<file path="src/rtl/axi_cmd_master.sv">
`default_nettype none
// ============================================================================
// Module   : axi_cmd_master
// Brief    : Converts a command stream into single-beat AXI4 transactions and
//            returns one response per command, in command order.
//            Optional error counter: define AXI_CMD_MASTER_ERR_CNT_EN.
// Revision : 1.0 - initial release
// ============================================================================

package axi_cmd_master_pkg;
    localparam int unsigned AXI_ADDR_WIDTH = 64;
    localparam int unsigned AXI_DATA_WIDTH = 64;
    localparam int unsigned AXI_ID_WIDTH   = 4;
    localparam int unsigned AXI_USER_WIDTH = 1;

    typedef struct packed {
        logic [AXI_ID_WIDTH-1:0]   id;
        logic [AXI_ADDR_WIDTH-1:0] addr;
        logic [7:0]                len;
        logic [2:0]                size;
        logic [1:0]                burst;
        logic                      lock;
        logic [3:0]                cache;
        logic [2:0]                prot;
        logic [3:0]                qos;
        logic [3:0]                region;
        logic [5:0]                atop;
        logic [AXI_USER_WIDTH-1:0] user;
    } axi_aw_t;

    typedef struct packed {
        logic [AXI_DATA_WIDTH-1:0]   data;
        logic [AXI_DATA_WIDTH/8-1:0] strb;
        logic                        last;
        logic [AXI_USER_WIDTH-1:0]   user;
    } axi_w_t;

    typedef struct packed {
        logic [AXI_ID_WIDTH-1:0]   id;
        logic [AXI_ADDR_WIDTH-1:0] addr;
        logic [7:0]                len;
        logic [2:0]                size;
        logic [1:0]                burst;
        logic                      lock;
        logic [3:0]                cache;
        logic [2:0]                prot;
        logic [3:0]                qos;
        logic [3:0]                region;
        logic [AXI_USER_WIDTH-1:0] user;
    } axi_ar_t;

    typedef struct packed {
        logic [AXI_ID_WIDTH-1:0]   id;
        logic [1:0]                resp;
        logic [AXI_USER_WIDTH-1:0] user;
    } axi_b_t;

    typedef struct packed {
        logic [AXI_ID_WIDTH-1:0]   id;
        logic [AXI_DATA_WIDTH-1:0] data;
        logic [1:0]                resp;
        logic                      last;
        logic [AXI_USER_WIDTH-1:0] user;
    } axi_r_t;

    typedef struct packed {
        axi_aw_t aw;
        logic    aw_valid;
        axi_w_t  w;
        logic    w_valid;
        logic    b_ready;
        axi_ar_t ar;
        logic    ar_valid;
        logic    r_ready;
    } axi_req_t;

    typedef struct packed {
        logic   aw_ready;
        logic   ar_ready;
        logic   w_ready;
        logic   b_valid;
        axi_b_t b;
        logic   r_valid;
        axi_r_t r;
    } axi_resp_t;
endpackage

module axi_cmd_master #(
    parameter type         req_t           = axi_cmd_master_pkg::axi_req_t,
    parameter type         resp_t          = axi_cmd_master_pkg::axi_resp_t,
    parameter int unsigned ADDR_WIDTH      = 64,
    parameter int unsigned DATA_WIDTH      = 64,
    parameter int unsigned MAX_OUTSTANDING = 4,
    parameter int unsigned CMD_FIFO_DEPTH  = 4
) (
    input  logic                    clk_i,
    input  logic                    arst_ni,
    input  logic                    cmd_valid_i,
    output logic                    cmd_ready_o,
    input  logic                    cmd_write_i,
    input  logic [ADDR_WIDTH-1:0]   cmd_addr_i,
    input  logic [DATA_WIDTH-1:0]   cmd_data_i,
    input  logic [DATA_WIDTH/8-1:0] cmd_strb_i,
    output logic                    rsp_valid_o,
    input  logic                    rsp_ready_i,
    output logic                    rsp_write_o,
    output logic [DATA_WIDTH-1:0]   rsp_data_o,
    output logic [1:0]              rsp_resp_o,
    output req_t                    req_o,
    input  resp_t                   resp_i,
    output logic                    busy_o,
    output logic [15:0]             err_cnt_o
);
    localparam int unsigned STRB_WIDTH = DATA_WIDTH / 8;
    localparam int unsigned CMD_PTR_W  = (CMD_FIFO_DEPTH > 1) ? $clog2(CMD_FIFO_DEPTH) : 1;
    localparam int unsigned CMD_CNT_W  = $clog2(CMD_FIFO_DEPTH + 1);
    localparam int unsigned RSP_PTR_W  = (MAX_OUTSTANDING > 1) ? $clog2(MAX_OUTSTANDING) : 1;
    localparam int unsigned RSP_CNT_W  = $clog2(MAX_OUTSTANDING + 1);
    localparam logic [2:0]  AXI_SIZE   = 3'($clog2(STRB_WIDTH));
    localparam logic [ADDR_WIDTH-1:0] ADDR_MASK = ~ADDR_WIDTH'(STRB_WIDTH - 1);

    typedef struct packed {
        logic                  write;
        logic [ADDR_WIDTH-1:0] addr;
        logic [DATA_WIDTH-1:0] data;
        logic [STRB_WIDTH-1:0] strb;
    } cmd_entry_t;

    typedef struct packed {
        logic                  write;
        logic [DATA_WIDTH-1:0] data;
        logic [1:0]            resp;
    } rsp_entry_t;

    typedef enum logic [1:0] {
        IDLE = 2'd0,
        WR   = 2'd1,
        RD   = 2'd2
    } state_t;

    state_t                 state;
    logic                   ready_en;
    logic                   aw_valid, w_valid, ar_valid;
    logic [ADDR_WIDTH-1:0]  addr_q;
    logic [DATA_WIDTH-1:0]  data_q;
    logic [STRB_WIDTH-1:0]  strb_q;
    logic                   last_write;
    logic [RSP_CNT_W-1:0]   credits;

    cmd_entry_t             cmd_mem [CMD_FIFO_DEPTH];
    cmd_entry_t             cmd_in, cmd_head;
    logic [CMD_PTR_W-1:0]   cmd_wr_ptr, cmd_rd_ptr;
    logic [CMD_CNT_W-1:0]   cmd_count;
    logic                   cmd_full, cmd_empty, cmd_push, cmd_pop, issue_gate;

    rsp_entry_t             rsp_mem [MAX_OUTSTANDING];
    rsp_entry_t             rsp_in, rsp_head;
    logic [RSP_PTR_W-1:0]   rsp_wr_ptr, rsp_rd_ptr;
    logic [RSP_CNT_W-1:0]   rsp_count;
    logic                   rsp_push, rsp_pop, b_hs, r_hs;
    logic                   unused_resp;

    assign cmd_in    = {cmd_write_i, cmd_addr_i, cmd_data_i, cmd_strb_i};
    assign cmd_head  = cmd_mem[cmd_rd_ptr];
    assign cmd_full  = (cmd_count == CMD_CNT_W'(CMD_FIFO_DEPTH));
    assign cmd_empty = (cmd_count == '0);

    // A type switch only issues once every earlier response has been consumed.
    assign issue_gate = (credits < RSP_CNT_W'(MAX_OUTSTANDING)) &&
                        ((credits == '0) || (cmd_head.write == last_write));
    assign cmd_pop     = (state == IDLE) && issue_gate && !cmd_empty;
    assign cmd_ready_o = ready_en && (!cmd_full || cmd_pop);
    assign cmd_push    = cmd_valid_i && cmd_ready_o;

    assign b_hs     = resp_i.b_valid && ready_en;
    assign r_hs     = resp_i.r_valid && ready_en;
    assign rsp_push = b_hs || r_hs;
    assign rsp_in   = b_hs ? {1'b1, {DATA_WIDTH{1'b0}}, resp_i.b.resp}
                           : {1'b0, resp_i.r.data, resp_i.r.resp};
    assign rsp_head    = rsp_mem[rsp_rd_ptr];
    assign rsp_valid_o = (rsp_count != '0);
    assign rsp_write_o = rsp_head.write;
    assign rsp_data_o  = rsp_head.data;
    assign rsp_resp_o  = rsp_head.resp;
    assign rsp_pop     = rsp_valid_o && rsp_ready_i;

    assign busy_o      = !cmd_empty || (credits != '0);
    assign unused_resp = ^resp_i;

    always_comb begin
        req_o          = '0;
        req_o.aw.addr  = addr_q;
        req_o.aw.size  = AXI_SIZE;
        req_o.aw.burst = 2'b01;
        req_o.aw_valid = aw_valid;
        req_o.w.data   = data_q;
        req_o.w.strb   = strb_q;
        req_o.w.last   = 1'b1;
        req_o.w_valid  = w_valid;
        req_o.ar.addr  = addr_q;
        req_o.ar.size  = AXI_SIZE;
        req_o.ar.burst = 2'b01;
        req_o.ar_valid = ar_valid;
        req_o.b_ready  = ready_en;
        req_o.r_ready  = ready_en;
    end

    always_ff @(posedge clk_i or negedge arst_ni) begin
        if (!arst_ni) ready_en <= 1'b0;
        else          ready_en <= 1'b1;
    end

    always_ff @(posedge clk_i) begin
        if (cmd_push) cmd_mem[cmd_wr_ptr] <= cmd_in;
    end

    always_ff @(posedge clk_i or negedge arst_ni) begin
        if (!arst_ni) begin
            cmd_wr_ptr <= '0;
            cmd_rd_ptr <= '0;
            cmd_count  <= '0;
        end else begin
            if (cmd_push)
                cmd_wr_ptr <= (cmd_wr_ptr == CMD_PTR_W'(CMD_FIFO_DEPTH - 1)) ? '0 : cmd_wr_ptr + 1'b1;
            if (cmd_pop)
                cmd_rd_ptr <= (cmd_rd_ptr == CMD_PTR_W'(CMD_FIFO_DEPTH - 1)) ? '0 : cmd_rd_ptr + 1'b1;
            if (cmd_push && !cmd_pop)      cmd_count <= cmd_count + 1'b1;
            else if (!cmd_push && cmd_pop) cmd_count <= cmd_count - 1'b1;
        end
    end

    always_ff @(posedge clk_i or negedge arst_ni) begin
        if (!arst_ni)                 credits <= '0;
        else if (cmd_pop && !rsp_pop) credits <= credits + 1'b1;
        else if (!cmd_pop && rsp_pop) credits <= credits - 1'b1;
    end

    always_ff @(posedge clk_i or negedge arst_ni) begin
        if (!arst_ni) begin
            state      <= IDLE;
            aw_valid   <= 1'b0;
            w_valid    <= 1'b0;
            ar_valid   <= 1'b0;
            addr_q     <= '0;
            data_q     <= '0;
            strb_q     <= '0;
            last_write <= 1'b0;
        end else begin
            case (state)
                IDLE: begin
                    if (cmd_pop) begin
                        addr_q     <= cmd_head.addr & ADDR_MASK;
                        data_q     <= cmd_head.data;
                        strb_q     <= cmd_head.strb;
                        last_write <= cmd_head.write;
                        if (cmd_head.write) begin
                            aw_valid <= 1'b1;
                            w_valid  <= 1'b1;
                            state    <= WR;
                        end else begin
                            ar_valid <= 1'b1;
                            state    <= RD;
                        end
                    end
                end
                WR: begin
                    // AW and W complete independently, in any order.
                    if (aw_valid && resp_i.aw_ready) aw_valid <= 1'b0;
                    if (w_valid && resp_i.w_ready)   w_valid  <= 1'b0;
                    if ((!aw_valid || resp_i.aw_ready) && (!w_valid || resp_i.w_ready))
                        state <= IDLE;
                end
                RD: begin
                    if (resp_i.ar_ready) begin
                        ar_valid <= 1'b0;
                        state    <= IDLE;
                    end
                end
                default: state <= IDLE;
            endcase
        end
    end

    always_ff @(posedge clk_i) begin
        if (rsp_push) rsp_mem[rsp_wr_ptr] <= rsp_in;
    end

    always_ff @(posedge clk_i or negedge arst_ni) begin
        if (!arst_ni) begin
            rsp_wr_ptr <= '0;
            rsp_rd_ptr <= '0;
            rsp_count  <= '0;
        end else begin
            if (rsp_push)
                rsp_wr_ptr <= (rsp_wr_ptr == RSP_PTR_W'(MAX_OUTSTANDING - 1)) ? '0 : rsp_wr_ptr + 1'b1;
            if (rsp_pop)
                rsp_rd_ptr <= (rsp_rd_ptr == RSP_PTR_W'(MAX_OUTSTANDING - 1)) ? '0 : rsp_rd_ptr + 1'b1;
            if (rsp_push && !rsp_pop)      rsp_count <= rsp_count + 1'b1;
            else if (!rsp_push && rsp_pop) rsp_count <= rsp_count - 1'b1;
        end
    end

`ifdef AXI_CMD_MASTER_ERR_CNT_EN
    logic [15:0] err_cnt;
    logic        err_event;

    assign err_event = (b_hs && (resp_i.b.resp != 2'b00)) || (r_hs && (resp_i.r.resp != 2'b00));

    always_ff @(posedge clk_i or negedge arst_ni) begin
        if (!arst_ni)                             err_cnt <= '0;
        else if (err_event && (err_cnt != 16'hFFFF)) err_cnt <= err_cnt + 16'd1;
    end

    assign err_cnt_o = err_cnt;
`else
    assign err_cnt_o = '0;
`endif

endmodule
`default_nettype wire

</file>
<file path="config.mk">
export PLATFORM = sky130hd
export DESIGN_NAME = axi_cmd_master
export DESIGN_NICKNAME = d
export VERILOG_FILES = /design/src/rtl/axi_cmd_master.sv
export SDC_FILE = /design/constraint.sdc
export NUM_CORES = 1
export LEC_CHECK = 0
export ABC_CLOCK_PERIOD_IN_PS = 13700
export CAP_MARGIN = 20
export CORE_AREA = 5 5 259 261
export CTS_CLUSTER_DIAMETER = 50
export DETAILED_ROUTE_END_ITERATION = 7
export DIE_AREA = 0 0 264 266
export PLACE_DENSITY = 0.95
export SYNTH_ARGS = -nofsm -noshare
export SYNTH_HDL_FRONTEND = slang
export SYNTH_SLANG_ARGS = --single-unit
</file>
<file path="constraint.sdc">
create_clock -name clk_i -period 13.7 [get_ports clk_i]
set_input_delay 4.11 -clock clk_i [delete_from_list [all_inputs] [get_ports clk_i]]
set_output_delay 4.11 -clock clk_i [all_outputs]
set_load 0.01 [all_outputs]
</file>
==> results.rst <==
.. list-table::
   :header-rows: 1

   * - Metric
     - Value
   * - Buf/Inv on CP
     - 1
   * - H-Tree Depth
     - 3
   * - Clk pwr share
     - 27.0%
   * - Worst flop-to-flop path endpoint
     - cmd_mem[2][88]$_DFFE_PP_
   * - Site row count
     - 93
   * - Power density relative to cell area
     - 231 mW/mm^2
   * - Largest net degree at the start of global routing
     - 80
   * - Commonest cells after routing, fill and taps aside
     - 804 x sky130_fd_sc_hd__edfxtp_1, 478 x sky130_fd_sc_hd__clkdlybuf4s50_1, 201 x sky130_fd_sc_hd__mux4_2
   * - Kind of launch point of the worst setup path
     - flip-flop
   * - Internal power of the cells
     - 7.18 mW
   * - Reported leakage power
     - 15.5 nW
   * - Final HPWL DP
     - 53900 um
   * - Cell with the biggest individual delay on the critical path
     - sky130_fd_sc_hd__dfrtp_4
   * - Classification of the worst setup path
     - flip-flop to output port
   * - Clock transition at the registers of the reported paths
     - 0.07 ns
   * - Remaining number of nets flagged by the antenna check after routing
     - 0
   * - Synthesized flop and latch total
     - 961
   * - Post-cts resize count
     - 0
   * - Relative max-transition margin
     - 23.9%
   * - Endpoint arrival time on the critical path
     - 3.53 ns
   * - Part of the total power dissipated in combinational logic
     - 32.2%
   * - Outcome
     - finished clean
   * - Number of synthesized flops with an enable pin
     - 804
   * - Worst Hold Launch
     - rsp_count[2]$_DFFE_PN0P_
   * - Initial standard-cell utilization of the core
     - 57.4%
   * - Post-route worst setup slack
     - 6.06 ns
   * - Final worst path period need
     - 7.64 ns
   * - Boundary Pins
     - 592
   * - Top Family by Delay on Critical Path
     - flip-flops
   * - Clock Sink Count
     - 961
   * - Transition time at the pin with the least slew margin
     - 1.14 ns
   * - P_sw
     - 3.24 mW
   * - RSZ-0062 raised after global routing
     - false
   * - Achievable clock frequency
     - 131 MHz
   * - CP max FO
     - 67
   * - Number of nets in the layout
     - 2400
   * - Iter 0 DRT Violations
     - 2240
   * - Maximum buffer depth of the clock tree
     - 3
   * - Largest clock skew in the final design
     - 0.0605 ns
   * - Number of global-route vias before repair
     - 20100
   * - Std-Cell Core Area
     - 0.0642 sq mm
   * - Async set-reset flop share out of synthesis
     - 16.3%
   * - Final count of negative-setup-slack endpoints
     - 0
   * - Peak supply drop
     - 0.188 mV
   * - Worst path max stage delay
     - 1.12 ns
   * - Final wirelength
     - 99500 um
   * - Most common library cell in the layout ignoring fill and taps
     - sky130_fd_sc_hd__edfxtp_1
   * - Net switching share of the total power
     - 31.1%
   * - Cts bufs inserted
     - 96
   * - Per-instance average area after synthesis
     - 21.7 sq um
   * - Utilization after layout
     - 70.3%
   * - Clock root cell
     - sky130_fd_sc_hd__clkbuf_16
   * - Number of buffers inserted for hold repair after clock tree synthesis
     - 0
   * - Cell count of the worst reg-to-reg path
     - 5
   * - Req. time, crit path
     - 9.59 ns
   * - Total via count in the routed design
     - 19000
   * - Full die area
     - 0.0702 sq mm
   * - Share of final-layout standard cells stronger than drive strength 1
     - 22.0%
   * - Cell count after synthesis
     - 1698
   * - Startpoint of the worst setup timing path
     - cmd_rd_ptr[1]$_DFFE_PN0P_
   * - Antenna violations before repair
     - 16
   * - Clock insertion delay at the later pin of the skew report
     - 0.69 ns
   * - Fill cells
     - 3497
   * - Placement Setup Slack
     - 6.03 ns
   * - WL/cell
     - 32.0 um
   * - Worst reg-to-reg setup slack
     - 9.06 ns
   * - Hold violation count in the final report
     - 0
   * - Total of warnings raised by yosys
     - 0
   * - GR Overflow Total
     - 0
   * - Register share of total power
     - 40.8%
   * - Setup repair bufs after CTS
     - 0
   * - Drt via density
     - 6.11
   * - Clock tree from TritonCTS
     - built
   * - First-pass GRT wire length
     - 138000 um
   * - Routability congestion estimate from global placement
     - 0.849
   * - Die extent in x
     - 264 um
   * - Ordered list of cells on the worst path
     - mux4_2 -> xor2_1 -> a21oi_1 -> o21a_1 -> clkdlybuf4s50_1
   * - Detailed-routing iteration count for the pre-antenna-repair pass
     - 5
   * - Number of max-cap violations
     - 0
   * - Layout-stage area growth over the synthesis result
     - 22.4%
   * - DRC Markers
     - 0
   * - Count of cell instances traversed by the critical path
     - 5
   * - Capturing instance or port of the critical path
     - cmd_ready_o
   * - Setup_tns
     - 0 ns
   * - Crit Reg-Reg Startpoint
     - cmd_rd_ptr[1]$_DFFE_PN0P_
   * - Post-Synthesis Cell Area
     - 0.0369 sq mm
   * - Global-route total usage across every layer
     - 26.5%
   * - Worst min-delay path class
     - flip-flop to flip-flop
   * - Final clock period utilization by the worst path
     - 55.7%
   * - Dominant synthesized flop cell
     - sky130_fd_sc_hd__edfxtp_1
   * - Sequential-to-total area share from yosys stat
     - 76.1%
   * - Unique cell type count in the Yosys netlist
     - 34
   * - I/O Buffers
     - 479
   * - Endpoint kind of the worst setup timing path
     - output port
   * - Slew Limit Fails
     - 0
   * - Die Ht
     - 266 um
==> final cells by class <==
cell class	count	area, sq um	area share (%)
multi-input combinational	591	7560	16.7
clock inverter	58	754	1.67
tap	855	1070	2.37
timing repair buffer	498	4960	11.0
antenna	15	37.5	0.0831
clock buffer	124	2650	5.87
sequential	961	28100	62.2
inverter	11	46.3	0.103
==> state kept, by name, indices dropped and copies added, names as in the netlist <==
signal	count
addr_q	61
cmd_mem	536
rsp_rd_ptr	2
ready_en	1
state	2
last_write	1
data_q	64
rsp_count	3
cmd_rd_ptr	2
w_valid	1
rsp_mem	268
credits	3
strb_q	8
cmd_wr_ptr	2
cmd_count	3
rsp_wr_ptr	2
aw_valid	1
ar_valid	1
==> cells in the mapped netlist, types with 4 or more instances <==
library cell | instances | share of area (%)
sky130_fd_sc_hd__buf_2 | 5 | 0.068
sky130_fd_sc_hd__xnor2_1 | 4 | 0.095
sky130_fd_sc_hd__buf_8 | 5 | 0.20
sky130_fd_sc_hd__mux2_2 | 104 | 3.2
sky130_fd_sc_hd__a21oi_1 | 4 | 0.054
sky130_fd_sc_hd__and2_1 | 72 | 1.2
sky130_fd_sc_hd__mux4_2 | 201 | 12
sky130_fd_sc_hd__mux2_1 | 39 | 1.2
sky130_fd_sc_hd__buf_4 | 173 | 3.5
sky130_fd_sc_hd__or3_1 | 4 | 0.068
sky130_fd_sc_hd__edfxtp_1 | 804 | 65
sky130_fd_sc_hd__ha_1 | 13 | 0.44
sky130_fd_sc_hd__inv_1 | 10 | 0.10
sky130_fd_sc_hd__clkbuf_1 | 45 | 0.46
sky130_fd_sc_hd__a21o_1 | 5 | 0.10
sky130_fd_sc_hd__nor2_1 | 8 | 0.081
sky130_fd_sc_hd__nand2_1 | 10 | 0.10
sky130_fd_sc_hd__dfrtp_1 | 157 | 11
sky130_fd_sc_hd__xor2_1 | 7 | 0.17
==> layer usage <==
metal,GRT usage (%),vias up,routed length (um)
met5,0,-,61
met2,45.7,1420,51800
li1,-,7424,-
met4,9.92,10,4710
met3,7.69,292,10600
met1,32.4,9878,32300
==> metrics by stage <==
stage	std cells	power (mW)	cell area [sq um]	hold WS (ns)
4_1_cts	3097	10.4	45100	0.485
6_report	3113	10.4	45200	0.486
3_3_place_gp	2915	7.27	41700	0.451
2_1_floorplan	1795	6.12	37200	0.434
5_1_grt	3109	10.8	45100	0.495
3_5_place_dp	2915	7.48	41700	0.473
==> power by group through the flow <==
stage / clock (mW) / sequential (mW) / combinational [mW]
after floorplan: 0 / 4.18 / 1.94
after global placement: 0 / 4.16 / 3.11
after detailed placement: 0 / 4.23 / 3.25
after CTS: 2.82 / 4.22 / 3.34
after global routing: 2.98 / 4.28 / 3.51
final: 2.81 / 4.25 / 3.35
==> kinds of logic (layout without fill, tap and decap cells) <==
logic type                 count (synthesis)  after routing  share of synthesized area, %
AOI/OAI and AO/OA                         19             19                         0.343
and+or+nand+nor                          102            102                          1.59
xor gates and xnor gates                  11             11                         0.261
buffers and inverters                    243            691                          4.43
adders and majority gates                 16             16                         0.604
DFF                                      961            961                          76.1
muxes                                    344            344                          16.6
other                                      2            114                        0.0204
==> how the worst min path moves through the flow <==
stage                                     to  slack (ns)  depth (start not counted)
floorplan           rsp_count[2]$_DFFE_PN0P_        0.43                          1
global placement    rsp_count[2]$_DFFE_PN0P_        0.45                          1
detailed placement  rsp_count[2]$_DFFE_PN0P_        0.47                          1
CTS                 rsp_count[2]$_DFFE_PN0P_        0.48                          1
global route        rsp_count[2]$_DFFE_PN0P_        0.49                          1
finish              rsp_count[2]$_DFFE_PN0P_        0.49                          1
Note: power is estimated with default switching activity, not from simulation.
